File: src/rtl/uart_rx.sv
// UART receiver: 8 data bits LSB first, even parity, one stop bit.
// Samples mid-bit using a counter timed from the synchronized start edge.
`timescale 1ns/1ps
module uart_rx #(
  parameter int BR       = 9600,
  parameter int CLK_RATE = 50_000_000
) (
  input  logic       clk,
  input  logic       reset,
  input  logic       RX_serial_in_bit,
  output logic [7:0] RX_data_out,
  output logic       RX_valid,
  output logic       RX_parity_err,
  output logic       RX_frame_err,
  output logic       RX_active
);

  localparam int N  = CLK_RATE / BR;
  localparam int H  = N / 2;
  localparam int CW = (N > 2) ? $clog2(N) : 1;
  localparam logic [CW-1:0] BIT_LAST  = CW'(N - 1);
  localparam logic [CW-1:0] HALF_LAST = CW'(H - 1);

  typedef enum logic [2:0] {S_IDLE, S_START, S_DATA, S_PARITY, S_STOP} state_t;

  state_t        r_state, w_state_nxt;
  logic          r_sync1, r_sync2, r_prev;
  logic [CW-1:0] r_cnt, w_cnt_nxt;
  logic [2:0]    r_bit, w_bit_nxt;
  logic [7:0]    r_shift, w_shift_nxt;
  logic          r_par_err, w_par_err_nxt;
  logic          w_fall, w_load;

  always_ff @(posedge clk) begin
    if (!reset) begin
      r_sync1 <= 1'b1;
      r_sync2 <= 1'b1;
      r_prev  <= 1'b1;
    end else begin
      r_sync1 <= RX_serial_in_bit;
      r_sync2 <= r_sync1;
      r_prev  <= r_sync2;
    end
  end

  assign w_fall = r_prev & ~r_sync2;

  always_ff @(posedge clk) begin
    if (!reset) begin
      r_state   <= S_IDLE;
      r_cnt     <= '0;
      r_bit     <= '0;
      r_shift   <= '0;
      r_par_err <= 1'b0;
    end else begin
      r_state   <= w_state_nxt;
      r_cnt     <= w_cnt_nxt;
      r_bit     <= w_bit_nxt;
      r_shift   <= w_shift_nxt;
      r_par_err <= w_par_err_nxt;
    end
  end

  always_comb begin
    w_state_nxt   = r_state;
    w_cnt_nxt     = r_cnt;
    w_bit_nxt     = r_bit;
    w_shift_nxt   = r_shift;
    w_par_err_nxt = r_par_err;
    w_load        = 1'b0;
    case (r_state)
      S_IDLE: begin
        if (w_fall) begin
          w_state_nxt = S_START;
          w_cnt_nxt   = '0;
        end
      end
      S_START: begin
        if (r_cnt == HALF_LAST) begin
          w_cnt_nxt   = '0;
          w_bit_nxt   = '0;
          w_state_nxt = r_sync2 ? S_IDLE : S_DATA;
        end else begin
          w_cnt_nxt = r_cnt + CW'(1);
        end
      end
      S_DATA: begin
        if (r_cnt == BIT_LAST) begin
          w_cnt_nxt   = '0;
          w_shift_nxt = {r_sync2, r_shift[7:1]};
          if (r_bit == 3'd7) begin
            w_bit_nxt   = '0;
            w_state_nxt = S_PARITY;
          end else begin
            w_bit_nxt = r_bit + 3'd1;
          end
        end else begin
          w_cnt_nxt = r_cnt + CW'(1);
        end
      end
      S_PARITY: begin
        if (r_cnt == BIT_LAST) begin
          w_cnt_nxt     = '0;
          w_par_err_nxt = ^{r_shift, r_sync2};
          w_state_nxt   = S_STOP;
        end else begin
          w_cnt_nxt = r_cnt + CW'(1);
        end
      end
      S_STOP: begin
        // The strobe cycle still counts as active; a start edge arriving
        // in that cycle is taken directly so zero-gap frames are not lost.
        if (RX_valid) begin
          w_cnt_nxt   = '0;
          w_state_nxt = w_fall ? S_START : S_IDLE;
        end else if (r_cnt == BIT_LAST) begin
          w_cnt_nxt = '0;
          w_load    = 1'b1;
        end else begin
          w_cnt_nxt = r_cnt + CW'(1);
        end
      end
      default: w_state_nxt = S_IDLE;
    endcase
  end

  always_ff @(posedge clk) begin
    if (!reset) begin
      RX_data_out   <= '0;
      RX_valid      <= 1'b0;
      RX_parity_err <= 1'b0;
      RX_frame_err  <= 1'b0;
    end else begin
      RX_valid <= w_load;
      if (w_load) begin
        RX_data_out   <= r_shift;
        RX_parity_err <= r_par_err;
        RX_frame_err  <= ~r_sync2;
      end
    end
  end

  always_comb RX_active = (r_state != S_IDLE);

endmodule

File: config.mk
export PLATFORM = sky130hd
export DESIGN_NAME = uart_rx
export DESIGN_NICKNAME = d
export VERILOG_FILES = /design/src/rtl/uart_rx.sv
export SDC_FILE = /design/constraint.sdc
export NUM_CORES = 1
export LEC_CHECK = 0
export CORE_MARGIN = 5
export CORE_UTILIZATION = 42
export DETAILED_ROUTE_END_ITERATION = 16
export SETUP_SLACK_MARGIN = 0.15
export SLEW_MARGIN = 10
export SYNTH_ARGS = -nofsm -noshare
export SYNTH_HDL_FRONTEND = slang
export SYNTH_SLANG_ARGS = --single-unit
File: constraint.sdc
create_clock -name clk -period 1.8 [get_ports clk]
set_input_delay 0.27 -clock clk [delete_from_list [all_inputs] [get_ports clk]]
set_output_delay 0.27 -clock clk [all_outputs]
set_load 0.01 [all_outputs]
==> results of run 1 <==
[what timing repair did]
item / in CTS / in global routing
resized for setup: 14 / 13
setup buffers: 9 / 2
setup endpoints to repair: 16 / 24
pin swaps: 6 / 6
[worst max-delay path by stage]
stage                            to       start  slack, ns  cells past startpoint
final                     r_cnt[10]    r_cnt[1]       0.12                      7
after global routing      r_cnt[10]    r_cnt[2]       0.05                      6
after CTS                 r_cnt[10]  r_state[0]       0.12                      6
after detailed placement   r_cnt[6]    r_cnt[0]       0.07                      7
after global placement     r_bit[1]    r_cnt[0]        0.1                      6
after floorplan           r_cnt[10]    r_cnt[0]       0.11                      7
[critical path, cell delays in order (launching register included)]
cell	delay (ns)
dfxtp_2	0.36
ha_4	0.16
and4bb_4	0.24
and3_4	0.26
o2bb2ai_4	0.12
nor3_4	0.22
buf_6	0.15
nor4_4	0.04
[power by group through the flow]
stage                     Combinational (uW)  Sequential (uW)  Clock (uW)
after floorplan                         67.3              960           0
after global placement                   103              961           0
after detailed placement                 104              961           0
after CTS                                113              937         768
after global routing                     131              938         807
final                                    120              937         744
[state kept, by name, indices dropped and copies added (netlist names)]
register       count
r_cnt             13
RX_data_out        8
r_shift            8
r_bit              3
r_state            3
RX_frame_err       1
RX_parity_err      1
RX_valid           1
r_par_err          1
r_prev             1
r_sync1            1
r_sync2            1
[per-layer routing]
| metal | track usage [%] | vias to the layer above |
|---|---|---|
| li1 | - | 924 |
| met1 | 22.9 | 831 |
| met2 | 24.3 | 18 |
| met3 | 3.73 | 6 |
| met4 | 4.49 | 0 |
| met5 | 0 | - |
[layout make-up]
class / instances / area (sq um) / area share, %
clock inverters: 2 / 37.5 / 1.34
flip-flops and latches: 42 / 857 / 30.6
well taps: 70 / 87.6 / 3.13
repair buffers: 48 / 410 / 14.7
inverters: 2 / 7.51 / 0.268
clock buffers: 6 / 72.6 / 2.59
multi-input cells: 175 / 1330 / 47.4
[through the flow]
step | power, uW | instances | util [%] | setup WS, ns
2_1_floorplan | 1030 | 233 | - | 0.111
3_5_place_dp | 1060 | 326 | 49.9 | 0.0704
3_3_place_gp | 1060 | 326 | 49.9 | 0.0955
4_1_cts | 1820 | 343 | 54.4 | 0.115
6_report | 1800 | 345 | 55.5 | 0.124
5_1_grt | 1880 | 345 | 55.5 | 0.0515
[cells by family (layout without fill, tap and decap cells)]
logic type,count (synthesis),after routing,synth area share (%)
buffers and inverters,16,58,4.65
DFF,42,42,39.1
xor gates and xnor gates,7,7,3.49
adders and majority gates,3,3,1.74
muxes,15,15,6.98
and+or+nand+nor,110,110,31.7
AOI/OAI and AO/OA,40,40,12.3
[cell usage in the layout (no fill, tap or decap), types with 4 or more instances in the layout]
| cell type | instances |
|---|---|
| nand4_1 | 4 |
| nand2b_1 | 5 |
| a21oi_1 | 17 |
| o22ai_1 | 4 |
| nor2_1 | 18 |
| buf_6 | 4 |
| dfxtp_2 | 10 |
| and3_1 | 4 |
| mux2i_1 | 15 |
| buf_4 | 30 |
| nand2_1 | 23 |
| nor4_2 | 4 |
| clkdlybuf4s50_1 | 13 |
| clkbuf_8 | 5 |
| dfxtp_1 | 31 |
| nand3_1 | 16 |
| xnor2_1 | 5 |
| and2_1 | 5 |
| nor3_1 | 5 |
| nor3_2 | 4 |
| o21ai_0 | 5 |
==> results.yml, run 1 <==
logic_synthesis:
  ys_seq_area_share_pct: 39.1
  yosys.cell_count.top_type: "dfxtp_1"
  synth-async-reset-ratio_pct: 0
  synth_cell_types: 51
  synth_nets: 239
  synth-seq-cells: 42
  yosysTopAreaCell: "dfxtp_1"
  syn_area_sq_mm: 0.00215
  netlist_instances: 233
  synth.top_cell.area_share_pct: 39.1
  synth-main-ff-cell: "dfxtp_1"
  netlist_top_cells_area: "dfxtp_1 (39%), mux2i_1 (7.0%), nand2_1 (4.2%)"
  avgSynthCellArea_sq_um: 9.24
  ys_warn_count: 0
  synth_edf_count: 0
  synthTopCellsByCount: "dfxtp_1 (42), nand2_1 (24), nor2_1 (18), a21oi_1 (17), nand3_1 (17)"
routing:
  drt-total-wl_microns: 4930
  top_layer: "met4"
  viasPerCell: 5.16
  dr.pass1.iters: 4
  routedWlPerCell_microns: 14.3
  met3_length_microns: 127
  drc: 0
  routed-wl-met2_microns: 2230
  vias: 1779
  wl_met1_microns: 2510
  drtIter0Drc: 112
  ant_nets: 0
floorplan:
  num_rows: 26
  dieWidth_microns: 81.6
  die_h_microns: 81.6
  ios: 15
  dieArea_sq_mm: 0.00666
  design.core.area_sq_mm: 0.00504
  start_util_pct: 42.7
global_routing:
  globalRouteOverflowTotal: 0
  antenna_found_initial: 0
  grt_max_degree: 16
  grt_pass1_wl_microns: 8240
  grt_pass1_vias: 1648
  grt_usage_pct: 16.1
sta:
  worst_pin_slew_ns: 0.413
  rsz0062_at_grt: "true"
  post-route-min-period_ns: 1.68
  report.final.hold_viol_count: 0
  clock.fmax_mhz: 597
  finalSetupViolCount: 0
  setup_tns_ns: 0
  finClkSkew_ns: 0.00669
  drv_slew: 0
  maxSlewHeadroom_pct: 72.2
  holdWs_ns: 0.409
  fin_crit_sh_pct: 93.1
power:
  p_sw_uw: 404
  p_int_uw: 1400
  power_density_mw_per_mm2: 644
  switching_share_pct: 22.4
  p_seq_share_pct: 52.0
  p_leak_uw: 0.00108
  pwr-share-clk_pct: 41.3
  p_comb_share_pct: 6.7
  peakVddDrop_mv: 0.327
clocking:
  cts_buffer_depth: 2
  cts_tree: "built"
  cts_root_buf: "clkbuf_8"
  htreeDepth: 2
  ctsHoldBuffers: 0
  cts_sinks: 42
  cts_buffers: 5
  cts.clk_slew.worst_paths_ns: 0.08
  clk_latency_ns: 0.29
finish:
  design_area_sq_mm: 0.00280
  fill_cells: 462
  drive_above_1_share_pct: 30.2
  syn_to_final_growth_pct: 30.1
  antenna-diode-count: 0
  layout.nets: 280
critical_path:
  path_class: "flop to flop"
  r2r_slack_ns: 0.12
  r2r-end: "r_cnt[10]"
  timing.rr.start: "r_cnt[1]"
  path_max_fanout: 6
  critPathLaunchType: "flop"
  rr_worst_depth: 7
  required_ns: 1.98
  worstPathArrival_ns: 1.85
  crit_path_end_kind: "flop"
job:
  cap_violations: 0
placement:
  portBuffers: 14
  gp_congestion: 0.774
  dpl.hpwl_microns: 3360
  dpl_cell_area_sq_mm: 0.00252
hold_path:
  hold_start: "r_sync1"
  min_to: "r_sync2"
  min_path_type: "flop to flop"
  min_path_cells: 1
status:
  status: "completed"
(Power assumes the default switching activity.)
==> run 2: changes to the inputs <==
Settings changed: CORE_UTILIZATION 42 to 45, PLACE_DENSITY set to 0.66.
==> run 2 against run 1 <==
Register-to-register slack gained 0.03 ns. Worst hold slack gained 0.012 ns. Clock power shrank 14%. Combinational power grew 4%. Worst setup slack gained 0.028 ns. Total power shrank 5.5%. Fmax grew 1.7%. Clock skew is essentially flat. Global-route usage grew 0.27 points. Critical path type unchanged. Critical endpoint is now r_bit[2]. Largest power group unchanged.
==> results.yml, run 2 (synthesis results as in run 1) <==
global_routing:
  antenna_found_initial: 0
  grt_usage_pct: 16.4
  globalRouteOverflowTotal: 0
  grt_pass1_wl_microns: 8360
  grt_pass1_vias: 1801
  grt_max_degree: 19
finish:
  syn_to_final_growth_pct: 29.0
  fin_util_pct: 59.2
  design_area_sq_mm: 0.00278
  largest_reg_flops: 13
  mostFrequentLayoutCells: "buf_4 (28), dfxtp_1 (27), nand2_1 (24)"
  regMostFlops: "r_cnt"
  final_common_cell: "buf_4"
  antenna-diode-count: 0
  drive_above_1_share_pct: 33.1
  reg.largest.list: "r_cnt: 13 flops, RX_data_out: 8 flops, r_shift: 8 flops"
  layout.nets: 280
critical_path:
  crit_family: "simple AND/OR/NAND/NOR gates"
  crit_path_end_kind: "flop"
  timing.rr.start: "r_cnt[0]"
  cp_slowest_cell: "dfxtp_4"
  path_cells: "ha_4, nor4b_4, nand3_2, or2_4, o21ai_4, mux2i_1"
  r2r-end: "r_bit[2]"
  r2r_slack_ns: 0.15
  path_max_fanout: 5
  required_ns: 2.03
  path_class: "flop to flop"
  critPathLaunchType: "flop"
  critPathBufInv: 0
  rr_worst_depth: 6
  slowest_delay_ns: 0.37
  worstPathArrival_ns: 1.88
hold_path:
  min_path_type: "flop to flop"
  hold_start: "r_sync1"
  min_path_cells: 1
  min_to: "r_sync2"
clocking:
  cts_buffer_depth: 2
  cts_buffers: 5
  cts_root_buf: "clkbuf_8"
  clk_latency_ns: 0.30
  htreeDepth: 2
  cts.clk_slew.worst_paths_ns: 0.09
  ctsHoldBuffers: 0
  cts_sinks: 42
  cts_tree: "built"
job:
  cap_violations: 0
placement:
  dpl_cell_area_sq_mm: 0.00249
  gp_congestion: 0.820
  dpl.hpwl_microns: 3210
  portBuffers: 14
routing:
  vias: 1820
  viasPerCell: 5.53
  ant_nets: 0
  drt-total-wl_microns: 4910
  drtIter0Drc: 96
  drc: 0
  routedWlPerCell_microns: 14.9
  dr.pass1.iters: 4
floorplan:
  design.core.area_sq_mm: 0.00469
  dieArea_sq_mm: 0.00627
  num_rows: 25
  die_h_microns: 79.2
  dieWidth_microns: 79.2
  start_util_pct: 45.9
  ios: 15
sta:
  post-route-min-period_ns: 1.65
  fin_crit_sh_pct: 91.6
  maxSlewHeadroom_pct: 64.7
  worst_pin_slew_ns: 0.529
  report.final.hold_viol_count: 0
  finClkSkew_ns: 0.00664
  setup_tns_ns: 0
  finalSetupViolCount: 0
  clock.fmax_mhz: 607
  rsz0062_at_grt: "true"
  drv_slew: 0
power:
  peakVddDrop_mv: 0.380
  p_leak_uw: 0.00109
  design_power_total_uw: 1700
  power_density_mw_per_mm2: 613
status:
  status: "completed"
[run 2: through the flow]
step / hold WS (ns) / setup slack [ns] / instances
2_1_floorplan: 0.343 / 0.111 / 233
6_report: 0.420 / 0.152 / 329
5_1_grt: 0.458 / 0.0423 / 329
3_3_place_gp: 0.388 / 0.0533 / 309
4_1_cts: 0.420 / 0.0908 / 328
3_5_place_dp: 0.399 / 0.0436 / 309
[run 2: timing repair]
action / CTS / global route
pin swaps: 4 / 11
setup buffers: 11 / 0
gates resized for setup: 15 / 23
cloned: 0 / 1
endpoints found under the setup margin: 27 / 36
[run 2: final cells by class]
class                   instances  area [sq um]
fillers                       421          1920
multi-input cells             176          1340
flip-flops and latches         42           865
repair buffers                 47           405
clock buffers                   5          68.8
well taps                      54          67.6
clock inverters                 3          25.0
inverters                       2          7.51
[run 2: routing by layer]
layer / global-route usage (%) / wire length [microns] / vias to the layer above
met5: 0 / 0 / -
met4: 6.70 / 84 / 0
met3: 3.85 / 226 / 10
met2: 26.4 / 2330 / 44
met1: 20.9 / 2270 / 845
li1: - / - / 921
[run 2: worst max path at each step]
stage	start	end	slack, ns	depth (start not counted)
6_report	r_cnt[0]	r_bit[2]	0.15	6
5_1_grt	r_cnt[0]	r_bit[2]	0.04	6
4_1_cts	r_state[1]	RX_active	0.09	3
3_5_place_dp	r_state[0]	RX_frame_err	0.04	5
3_3_place_gp	r_state[1]	r_cnt[2]	0.05	5
2_1_floorplan	r_cnt[0]	r_cnt[10]	0.11	7
[run 2: report_power, final]
part           leakage, uW  switching [uW]  internal [uW]
Sequential        0.000347            3.90            932
Combinational     0.000700            67.6           57.2
Clock            0.0000447             360            280
Total              0.00109             432           1270
==> run 3: changes to the inputs <==
Settings changed: CORE_UTILIZATION 45 to 35, PLACE_DENSITY 0.66 to unset, SLEW_MARGIN 10 to 20.
==> run 3 against run 2 <==
Wire length is 1.9% higher. Critical endpoint is now RX_frame_err. Die area is 25% higher. Non-clock buffer count is 1 higher. Sequential share of layout area is 0.59 points lower. Fmax is 2.4% lower. Final cell count is 6.4% higher. Worst setup slack worse by 0.040 ns. Critical path depth stayed put.
==> results.yml, run 3 (synthesis results as in run 1) <==
floorplan:
  start_util_pct: 36.1
  ios: 15
  dieWidth_microns: 88.4
  die_h_microns: 88.4
  num_rows: 28
  dieArea_sq_mm: 0.00782
  design.core.area_sq_mm: 0.00596
finish:
  drive_above_1_share_pct: 32.4
  reg.largest.list: "r_cnt: 13 flops, RX_data_out: 8 flops, r_shift: 8 flops"
  layout.nets: 280
  fill_cells: 591
  final_common_cell: "dfxtp_1"
  syn_to_final_growth_pct: 31.1
  mostFrequentLayoutCells: "dfxtp_1 (31), buf_4 (27), nand2_1 (23)"
  regMostFlops: "r_cnt"
  antenna-diode-count: 0
  largest_reg_flops: 13
sta:
  holdWs_ns: 0.432
  report.final.hold_viol_count: 0
  worst_slack_ns: 0.111
  fin_crit_sh_pct: 93.8
  setup_tns_ns: 0
  rsz0062_at_grt: "true"
  worst_pin_slew_ns: 0.316
  finalSetupViolCount: 0
  clock.fmax_mhz: 592
  post-route-min-period_ns: 1.69
  maxSlewHeadroom_pct: 78.8
  drv_slew: 0
  finClkSkew_ns: 0.00965
clocking:
  cts_sinks: 42
  cts_root_buf: "clkbuf_8"
  cts_tree: "built"
  clk_latency_ns: 0.30
  cts.clk_slew.worst_paths_ns: 0.09
  cts_buffer_depth: 2
  cts_buffers: 5
  htreeDepth: 2
critical_path:
  path_max_fanout: 6
  path_class: "flop to flop"
  worstPathArrival_ns: 1.88
  required_ns: 1.99
  crit_path_end_kind: "flop"
  critPathLaunchType: "flop"
power:
  switching_share_pct: 25.3
  power_density_mw_per_mm2: 595
  p_leak_uw: 0.00111
  p_seq_share_pct: 55.7
  pwr-share-clk_pct: 37.1
  p_sw_uw: 424
  p_comb_share_pct: 7.2
  p_int_uw: 1260
  peakVddDrop_mv: 0.310
global_routing:
  grt_pass1_vias: 1721
  globalRouteOverflowTotal: 0
  grt_max_degree: 22
  antenna_found_initial: 0
  grt_usage_pct: 13.7
  grt_pass1_wl_microns: 8270
routing:
  drc: 0
  dr.pass1.iters: 4
  viasPerCell: 5.19
  vias: 1818
  routedWlPerCell_microns: 14.3
  drtIter0Drc: 115
  ant_nets: 0
  drt-total-wl_microns: 5000
status:
  status: "completed"
placement:
  dpl.hpwl_microns: 3480
  pre_cts_ws_ns: 0.0203
  gp_congestion: 0.820
  portBuffers: 14
job:
  cap_violations: 0
hold_path:
  min_path_type: "flop to flop"
run 3: area by class of cell:
type / count / area, sq um / area share (%)
clock inverter: 3 / 21.3 / 0.754
clock buffer: 5 / 68.8 / 2.44
timing repair buffer: 48 / 417 / 14.8
sequential: 42 / 862 / 30.6
inverter: 2 / 7.51 / 0.266
multi-input combinational: 175 / 1350 / 47.9
tap: 75 / 93.8 / 3.33
run 3: per-layer routing:
metal  track usage, %  vias up  wire length, microns
li1                 -      923                     -
met1             18.8      864                  2400
met2             20.5       21                  2370
met3             3.63       10                   149
met4             5.36        0                    81
met5                0        -                     0
run 3: power by group through the flow:
stage | Combinational, uW | Clock [uW] | Sequential [uW]
after floorplan | 67.3 | 0 | 960
after global placement | 106 | 0 | 962
after detailed placement | 107 | 0 | 962
after CTS | 116 | 649 | 937
after global routing | 131 | 688 | 938
final | 121 | 623 | 936
run 3: critical path, cell delays in order, from the launching register on:
cell and delay, ns:
dfxtp_4 0.37, or4b_4 0.59, nand4b_4 0.22, buf_4 0.15
nand2_1 0.05, o21ai_1 0.05, and2_1 0.14
run 3: per-stage QoR:
stage | total power [uW] | cell area [sq um] | util, % | cells
global route | 1760 | 2820 | 47.4 | 350
finish | 1680 | 2820 | 47.4 | 350
CTS | 1700 | 2730 | 45.9 | 348
detailed placement | 1070 | 2540 | 42.7 | 334
floorplan | 1030 | 2210 | - | 233
global placement | 1070 | 2540 | 42.7 | 334
run 3: final timing paths:
path / startpoint / to / slack (ns) / depth (start not counted)
hold / removal: r_sync1 / r_sync2 / 0.43 / 1
setup reg to reg: r_state[0] / RX_frame_err / 0.11 / 6
setup / recovery: r_state[0] / RX_frame_err / 0.11 / 6
hold reg to reg: r_sync1 / r_sync2 / 0.43 / 1
run 3: repair_timing:
action	in CTS	in global routing
endpoints found under the setup margin	28	33
resized for setup	16	23
pin swaps	6	13
hold buffers	0	0
buffers inserted	6	2
